## config.mk

```make
export PLATFORM = sky130hd
export DESIGN_NAME = nmlo_pulse_responder
export DESIGN_NICKNAME = d
export VERILOG_FILES = /design/src/rtl/nmlo_pulse_responder_pkg.sv /design/src/rtl/nmlo_phase_timer.sv /design/src/rtl/nmlo_pulse_responder.sv
export SDC_FILE = /design/constraint.sdc
export NUM_CORES = 1
export LEC_CHECK = 0
export ABC_AREA = 1
export CAP_MARGIN = 20
export CORE_ASPECT_RATIO = 1.4
export CORE_MARGIN = 2
export CORE_UTILIZATION = 30
export CTS_BUF_LIST = sky130_fd_sc_hd__clkbuf_2 sky130_fd_sc_hd__clkbuf_4 sky130_fd_sc_hd__clkbuf_8
export DETAILED_ROUTE_END_ITERATION = 7
export SLEW_MARGIN = 20
export SYNTH_ARGS = -nofsm -noshare
export SYNTH_HDL_FRONTEND = slang
export SYNTH_HIERARCHICAL = 1
export SYNTH_SLANG_ARGS = --single-unit
```

## constraint.sdc

```tcl
create_clock -name clk -period 2.3 [get_ports clk]
set_clock_uncertainty 0.05 [all_clocks]
set_input_delay 0.46 -clock clk [delete_from_list [all_inputs] [get_ports clk]]
set_output_delay 0.46 -clock clk [all_outputs]
set_load 0.05 [all_outputs]
```

## src/rtl/nmlo_pulse_responder_pkg.sv

```systemverilog
// Shared definitions for the NMLO pulse responder: state encoding, default widths, timer sizing.
// The SETTLE encoding exists only when NMLO_SETTLE_EN is defined.
package nmlo_pulse_responder_pkg;

    localparam int unsigned CNT_W_DEFAULT = 8;

    typedef enum logic [2:0] {
        ST_IDLE     = 3'd0,
        ST_SAMPLE   = 3'd1,
        ST_PULSE_HI = 3'd2,
        ST_PULSE_LO = 3'd3,
`ifdef NMLO_SETTLE_EN
        ST_SETTLE   = 3'd4,
`endif
        ST_DONE     = 3'd5
    } state_t;

    // Phase timer widens to 16 bits when a fixed phase length does not fit in cnt_w bits.
    function automatic int unsigned timer_width(int unsigned cnt_w, int unsigned sample_len,
                                                int unsigned settle_len);
        logic [63:0] limit;
        limit = 64'd1 << cnt_w;
        if ((64'(sample_len) >= limit) || (64'(settle_len) >= limit))
            return (cnt_w > 16) ? cnt_w : 16;
        return cnt_w;
    endfunction

endpackage

```

## src/rtl/nmlo_phase_timer.sv

```systemverilog
// Loadable down-counter shared by every timed phase; last_c flags the final cycle of a phase.
module nmlo_phase_timer #(
    parameter int unsigned W = 8
) (
    input  logic         clk,
    input  logic         rst,
    input  logic         load,
    input  logic [W-1:0] load_val,
    output logic         last_c
);

    logic [W-1:0] cnt;

    always_ff @(posedge clk or posedge rst) begin
        if (rst) begin
            cnt <= '0;
        end else if (load) begin
            cnt <= load_val;
        end else if (cnt != '0) begin
            cnt <= cnt - W'(1);
        end
    end

    assign last_c = (cnt == W'(1));

endmodule

```

## src/rtl/nmlo_pulse_responder.sv

```systemverilog
// Trigger/idle responder driving the NMLO sample pin and a programmable integration pulse train.
// Optional post-train SETTLE phase enabled by defining NMLO_SETTLE_EN.
module nmlo_pulse_responder
    import nmlo_pulse_responder_pkg::*;
#(
    parameter int unsigned CNT_W         = CNT_W_DEFAULT,
    parameter int unsigned SAMPLE_CYCLES = 4,
    parameter int unsigned SETTLE_CYCLES = 16
) (
    input  logic             clk,
    input  logic             rst,
    input  logic             trigger,
    input  logic [CNT_W-1:0] num_pulses,
    input  logic [CNT_W-1:0] t_high,
    input  logic [CNT_W-1:0] t_low,
    output logic             idle,
    output logic             sample,
    output logic             pulse,
    output logic [CNT_W-1:0] pulse_count,
    output logic             done_pulse
);

    localparam int unsigned TW = timer_width(CNT_W, SAMPLE_CYCLES, SETTLE_CYCLES);

    state_t           state;
    state_t           state_nxt;
    logic             trigger_d;
    logic [CNT_W-1:0] np_q;
    logic [CNT_W-1:0] th_q;
    logic [CNT_W-1:0] tl_q;
    logic             start_c;
    logic             tmr_load;
    logic [TW-1:0]    tmr_val;
    logic             tmr_last;

    assign start_c = (state == ST_IDLE) && trigger && !trigger_d;

    nmlo_phase_timer #(.W(TW)) u_timer (
        .clk      (clk),
        .rst      (rst),
        .load     (tmr_load),
        .load_val (tmr_val),
        .last_c   (tmr_last)
    );

    // Next state and timer reload; the timer is reloaded on every timed state entry.
    always_comb begin
        state_nxt = state;
        tmr_load  = 1'b0;
        tmr_val   = '0;
        case (state)
            ST_IDLE: begin
                if (start_c) begin
                    state_nxt = ST_SAMPLE;
                    tmr_load  = 1'b1;
                    tmr_val   = TW'(SAMPLE_CYCLES);
                end
            end
            ST_SAMPLE: begin
                if (tmr_last) begin
                    if (np_q != '0) begin
                        state_nxt = ST_PULSE_HI;
                        tmr_load  = 1'b1;
                        tmr_val   = TW'(th_q);
                    end else begin
                        state_nxt = ST_DONE;
                    end
                end
            end
            ST_PULSE_HI: begin
                if (tmr_last) begin
                    state_nxt = ST_PULSE_LO;
                    tmr_load  = 1'b1;
                    tmr_val   = TW'(tl_q);
                end
            end
            ST_PULSE_LO: begin
                if (tmr_last) begin
                    if (pulse_count < np_q) begin
                        state_nxt = ST_PULSE_HI;
                        tmr_load  = 1'b1;
                        tmr_val   = TW'(th_q);
                    end else begin
`ifdef NMLO_SETTLE_EN
                        state_nxt = ST_SETTLE;
                        tmr_load  = 1'b1;
                        tmr_val   = TW'(SETTLE_CYCLES);
`else
                        state_nxt = ST_DONE;
`endif
                    end
                end
            end
`ifdef NMLO_SETTLE_EN
            ST_SETTLE: begin
                if (tmr_last) begin
                    state_nxt = ST_DONE;
                end
            end
`endif
            ST_DONE: begin
                state_nxt = ST_IDLE;
            end
            default: begin
                state_nxt = ST_IDLE;
            end
        endcase
    end

    // State, latched run parameters and outputs decoded from the next state.
    always_ff @(posedge clk or posedge rst) begin
        if (rst) begin
            state       <= ST_IDLE;
            trigger_d   <= 1'b1;
            np_q        <= '0;
            th_q        <= CNT_W'(1);
            tl_q        <= CNT_W'(1);
            pulse_count <= '0;
            idle        <= 1'b1;
            sample      <= 1'b0;
            pulse       <= 1'b0;
            done_pulse  <= 1'b0;
        end else begin
            state     <= state_nxt;
            trigger_d <= trigger;
            if (start_c) begin
                np_q        <= num_pulses;
                th_q        <= (t_high == '0) ? CNT_W'(1) : t_high;
                tl_q        <= (t_low == '0) ? CNT_W'(1) : t_low;
                pulse_count <= '0;
            end else if ((state == ST_PULSE_HI) && tmr_last) begin
                pulse_count <= pulse_count + CNT_W'(1);
            end
            idle       <= (state_nxt == ST_IDLE);
            sample     <= (state_nxt == ST_SAMPLE);
            pulse      <= (state_nxt == ST_PULSE_HI);
            done_pulse <= (state_nxt == ST_DONE);
        end
    end

endmodule

```

* After elaboration in Yosys (flattened, before gate mapping)
Cells that the tools add are included.
Cells by class: reduce and logical (&&, ||, !) cells 12, magnitude comparators 1, multiplexer cells 27, equality and inequality tests 7, add/sub/neg operators 2
Operators with widths (number):
- two-way mux 8 bit | 11
- one-hot mux 8 bit (4 select lines) | 1
- two-way mux 3 bit | 7
- logical NOT 8 bit | 2
- nonzero test 8 bit | 2
- one-hot mux 3 bit (4 select lines) | 1
- equality test 3 x 2 -> 1 bit (second input constant) | 3
- adder 8 x 1 -> 8 bit (second input constant) | 1
- equality test 8 x 1 -> 1 bit (second input constant) | 1
- less-than comparator 8 bit | 1
- subtractor 8 x 1 -> 8 bit (second input constant) | 1
- equality test 3 x 1 -> 1 bit (second input constant) | 2
- logical NOT 3 bit | 2
- two-way mux 1 bit | 6
- one-hot mux 1 bit (4 select lines) | 1
- nonzero test 2 bit | 2
- equality test 3 bit (second input constant) | 1
- logical AND 1 bit | 3
- logical NOT 1 bit | 1
Storage, ports and cells: register bits 48

* Depth between registers and ports, before layout
depth after elaboration 6, mapped depth 16, gate-level depth less buffers 16

* Modules after synthesis
The synthesis kept the hierarchy.
Modules (own cells, without submodules):
- nmlo_pulse_responder | area each 2003.2 um2, seq. area each 1006.0 um2, instances 1, cells each 239
- nmlo_phase_timer | area each 575.6 um2, seq. area each 200.2 um2, instances 1, cells each 80

* Least setup slack after synthesis
OpenSTA, ideal clock, no wires.
path type flip-flop to flip-flop, start point register u_timer.cnt[1], end point register u_timer.cnt[4], slack 0.066 ns, arrival 2.063 ns, data required time 2.129 ns, cell stages (with the launch flop) 15, clock period less this slack 2.234 ns, path through dfrtp_1 -> inv_1 -> ha_1 -> nand2_1 -> nor2_1 -> inv_1 -> nor2_8 -> inv_4 -> nand2_4 -> inv_4 -> nand3_1 -> inv_2 -> buf_2 -> o21ai_0 -> nor2_1
Between the ends: word-level cells in the longest chain between the ends 4
Ends and longest elaborated chain:
- from (decl) | RTL line nmlo_phase_timer.sv:12 | logic [W-1:0] cnt;
- from (signal assigned) | RTL line nmlo_phase_timer.sv:18 | cnt <= load_val;
- from (signal assigned) | RTL line nmlo_phase_timer.sv:20 | cnt <= cnt - W'(1);
- equality test 8 x 1 -> 1 bit * | RTL line nmlo_phase_timer.sv:24 | assign last_c = (cnt == W'(1));
- via tmr_last | RTL line nmlo_pulse_responder.sv:34 | logic tmr_last;
- two-way mux 1 bit, on equally long branches | RTL line nmlo_pulse_responder.sv:78, nmlo_pulse_responder.sv:60, nmlo_pulse_responder.sv:71
- one-hot mux 1 bit (4 select lines) * | RTL line nmlo_pulse_responder.sv:51 | case (state)
- via tmr_load | RTL line nmlo_pulse_responder.sv:32 | logic tmr_load;
- two-way mux 8 bit / nonzero test 2 bit (equally long branches)
The timed path passes the listed nets; every way through them passes the cells marked *. The select of a mux whose other input is x is not followed. A chain may end at the register's enable or synchronous reset.

* Final worst setup path
start point register pulse_count[1], end point output port pulse_count[1]
RTL lines:
- from (decl) | RTL line nmlo_pulse_responder.sv:19 | output logic [CNT_W-1:0] pulse_count,
- from (signal assigned) | RTL line nmlo_pulse_responder.sv:132 | pulse_count <= pulse_count + CNT_W'(1);
No word-level cell between the ends.

==> results.py <==
metrics = {
    "run_status": {
        "outcome": "completed",
    },
    "logic_synthesis": {
        "synthArstFlopShare_pct": 100,
        "synth_top_area_cell": "dfrtp_1",
        "synth_top_family_by_area": "simple AND/OR/NAND/NOR gates",
        "synth_xor_area_share_pct": 0.679,
        "synth_fa_ha_area_share_pct": 5.34,
        "synth_top_area_share_pct": 42.7,
        "synth_ff_type": "dfrtp_1",
        "synth_compound_area_share_pct": 12.7,
        "synthSimpleGateAreaFrac_pct": 26.1,
        "syn_area_per_cell_um2": 8.08,
        "muxShareOfSynthArea_pct": 0,
        "yosysWarnings": 6,
        "synth_nets": 357,
        "ys_types": 34,
        "syn_area_um2": 2580,
        "yosysSeqAreaShare_pct": 46.8,
        "synthCells": 319,
        "synth_edf_count": 0,
        "synth_area_leaders": "dfrtp_1, nand2_1, o21ai_0, inv_1, ha_1",
        "ys_ff_latch": 48,
    },
    "route": {
        "vias": 2195,
        "ant_nets": 0,
        "first_iter_violations": 100,
        "drc_errors": 0,
        "routedWlPerCell_um": 13.2,
        "viasPerCell": 4.55,
        "routed_wl_mm": 6.34,
        "first_pass_iters": 4,
    },
    "critical_path": {
        "startpoint": "pulse_count[1]",
        "r2r-start": "pulse_count[6]",
        "critical-path-max-stage-delay_ps": 820,
        "crit_arrival_ps": 1640,
        "worstPathMaxFanout": 5,
        "cp_slowest_cell": "clkdlybuf4s50_1",
        "critPathBufInv": 2,
        "critPathRequiredTime_ps": 1790,
        "endpoint_kind": "primary output",
        "worstSetupPathType": "register to primary output",
        "path_cells": "buf_4 > clkdlybuf4s50_1",
        "critPathTopFamily": "buffers and inverters",
        "worstSetupStartpointType": "register",
    },
    "floorplanning": {
        "start_util_pct": 30.5,
        "rows": 40,
        "coreArea_um2": 8460,
        "io_pins": 39,
        "fp.dieH_um": 114,
        "die_w_um": 82.4,
        "die_area_um2": 9360,
    },
    "clock_tree": {
        "root_buffer": "clkbuf_8",
        "cts_tree": "done",
        "ctsLongestPathBuffers": 2,
        "cts_buffers": 5,
        "numClockSinks": 48,
        "postCtsHoldBufs": 0,
        "cts-htree-levels": 2,
        "clkTransAtPathRegs_ps": 90,
        "clk_latency_ps": 300,
    },
    "power_and_ir_drop": {
        "finalPower_mw": 1.53,
        "leakage_nw": 1.69,
        "vdd_drop_max_mv": 0.326,
        "power_density_nw_per_um2": 462,
    },
    "sta": {
        "rsz0062_at_grt": "yes",
        "tns_ps": 0,
        "fmax_mhz": 466,
        "hold_viol": 0,
        "whs_ps": 398,
        "finalSetupViolCount": 0,
        "drv_slew": 0,
        "period_needed_ps": 2150,
        "timing.slew.headroom_pct": 65.4,
        "tightest_slew_ps": 517,
        "fin_crit_sh_pct": 93.4,
    },
    "global_routing": {
        "antenna_found_initial": 0,
        "grt_pass1_wl_mm": 10.8,
        "globalRouteOverflowTotal": 0,
        "grt_max_degree": 29,
        "grtUsageTotal_pct": 15.1,
        "grt_use_met3_pct": 2.93,
        "grt_pass1_vias": 2308,
        "use_met2_pct": 26.1,
        "busiest_layer": "met2",
        "met1_usage_pct": 17.6,
    },
    "cells_and_area": {
        "diodes": 0,
        "layout_commonest_cell": "nand2_1",
        "finish.utilization_pct": 39.2,
        "final_cell_mix": "nand2_1, inv_1, dfrtp_1, clkdlybuf4s50_1, o21ai_0",
        "final_cell_area_um2": 3320,
        "drive_above_1_share_pct": 14.1,
        "nFillCells": 869,
        "area_growth_syn_to_layout_pct": 28.7,
        "fin_nets": 414,
    },
    "place": {
        "gp_congestion": 0.890,
        "port_buffers": 38,
        "hpwl_mm": 4.95,
        "placed_area_um2": 3200,
    },
    "min_path": {
        "min_path_type": "input port to async pin",
    },
    "job": {
        "maxCapViolCount": 0,
    },
}
[power breakdown]
part / switching [mW] / internal [mW] / total, mW
clock: 0.278 / 0.335 / 0.612
combinational: 0.0311 / 0.0444 / 0.0755
sequential: 0.000210 / 0.845 / 0.845
total: 0.309 / 1.22 / 1.53
[sequential cells by signal, indices dropped and copies added (netlist names)]
signal       cells
done_pulse       1
pulse_count      8
pulse            1
sample           1
tl_q             8
u_timer/cnt      8
idle             1
np_q             8
state            3
th_q             8
trigger_d        1
[routing by layer]
metal / wire length, um / vias up / share of wire, %
li1: - / 1138 / -
met1: 2610 / 1006 / 41
met2: 3290 / 39 / 52
met3: 212 / 12 / 3.3
met4: 229 / 0 / 3.6
met5: 0 / - / 0
[logic make-up (layout without fill, tap and decap cells)]
kind of cell / Yosys count / after routing
AND/OR/NAND/NOR: 142 / 142
AO/OA/AOI/OAI: 61 / 61
buffers and inverters: 55 / 113
flip-flops: 48 / 48
adder cells (fa/ha/maj): 11 / 11
XOR/XNOR: 2 / 2
[cell type report]
class / count / area (um2) / area share [%]
Inverter: 49 / 191 / 5.77
Sequential cell: 48 / 1210 / 36.4
Clock buffer: 6 / 76.3 / 2.30
Tap cell: 105 / 131 / 3.96
Timing Repair Buffer: 56 / 515 / 15.5
Clock inverter: 2 / 35.0 / 1.06
Multi-Input combinational cell: 216 / 1160 / 35.0
[stage by stage]
step                setup slack, ps  std cells
CTS                            92.9        482
detailed placement              111        474
floorplan                      65.6        319
finish                          152        482
global route                  -60.4        482
global placement               92.8        474
[synth_stat cells (3+ instances only)]
cell type and instances:
nand3_2 4, ha_1 11, o21ai_0 36, inv_1 44, dfrtp_1 44, o21ai_1 4
nor2_1 26, nand4_1 4, inv_2 3, a21oi_1 16, dfstp_2 4, clkbuf_1 3
nor2_4 3, nand2_1 81, nand3_1 11
[repair_timing]
action	in CTS	in global routing
gates resized for setup	0	3
endpoints found under the setup margin	0	8
buffers inserted	0	0
hold endpoints to repair	0	0
[worst paths after layout]
| path | end | slack (ps) | cells past startpoint |
|---|---|---|---|
| worst max-delay path | pulse_count[1] | 150 | 2 |
| worst min-delay path | u_timer/cnt[1] | 400 | 2 |
| worst max register to register | u_timer/cnt[0] | 200 | 11 |
| worst min register to register | th_q[6] | 440 | 2 |
| max in group asynchronous | trigger_d | 1410 | 3 |
| min in group clk | th_q[6] | 440 | 2 |
(Power assumes the default switching activity.)
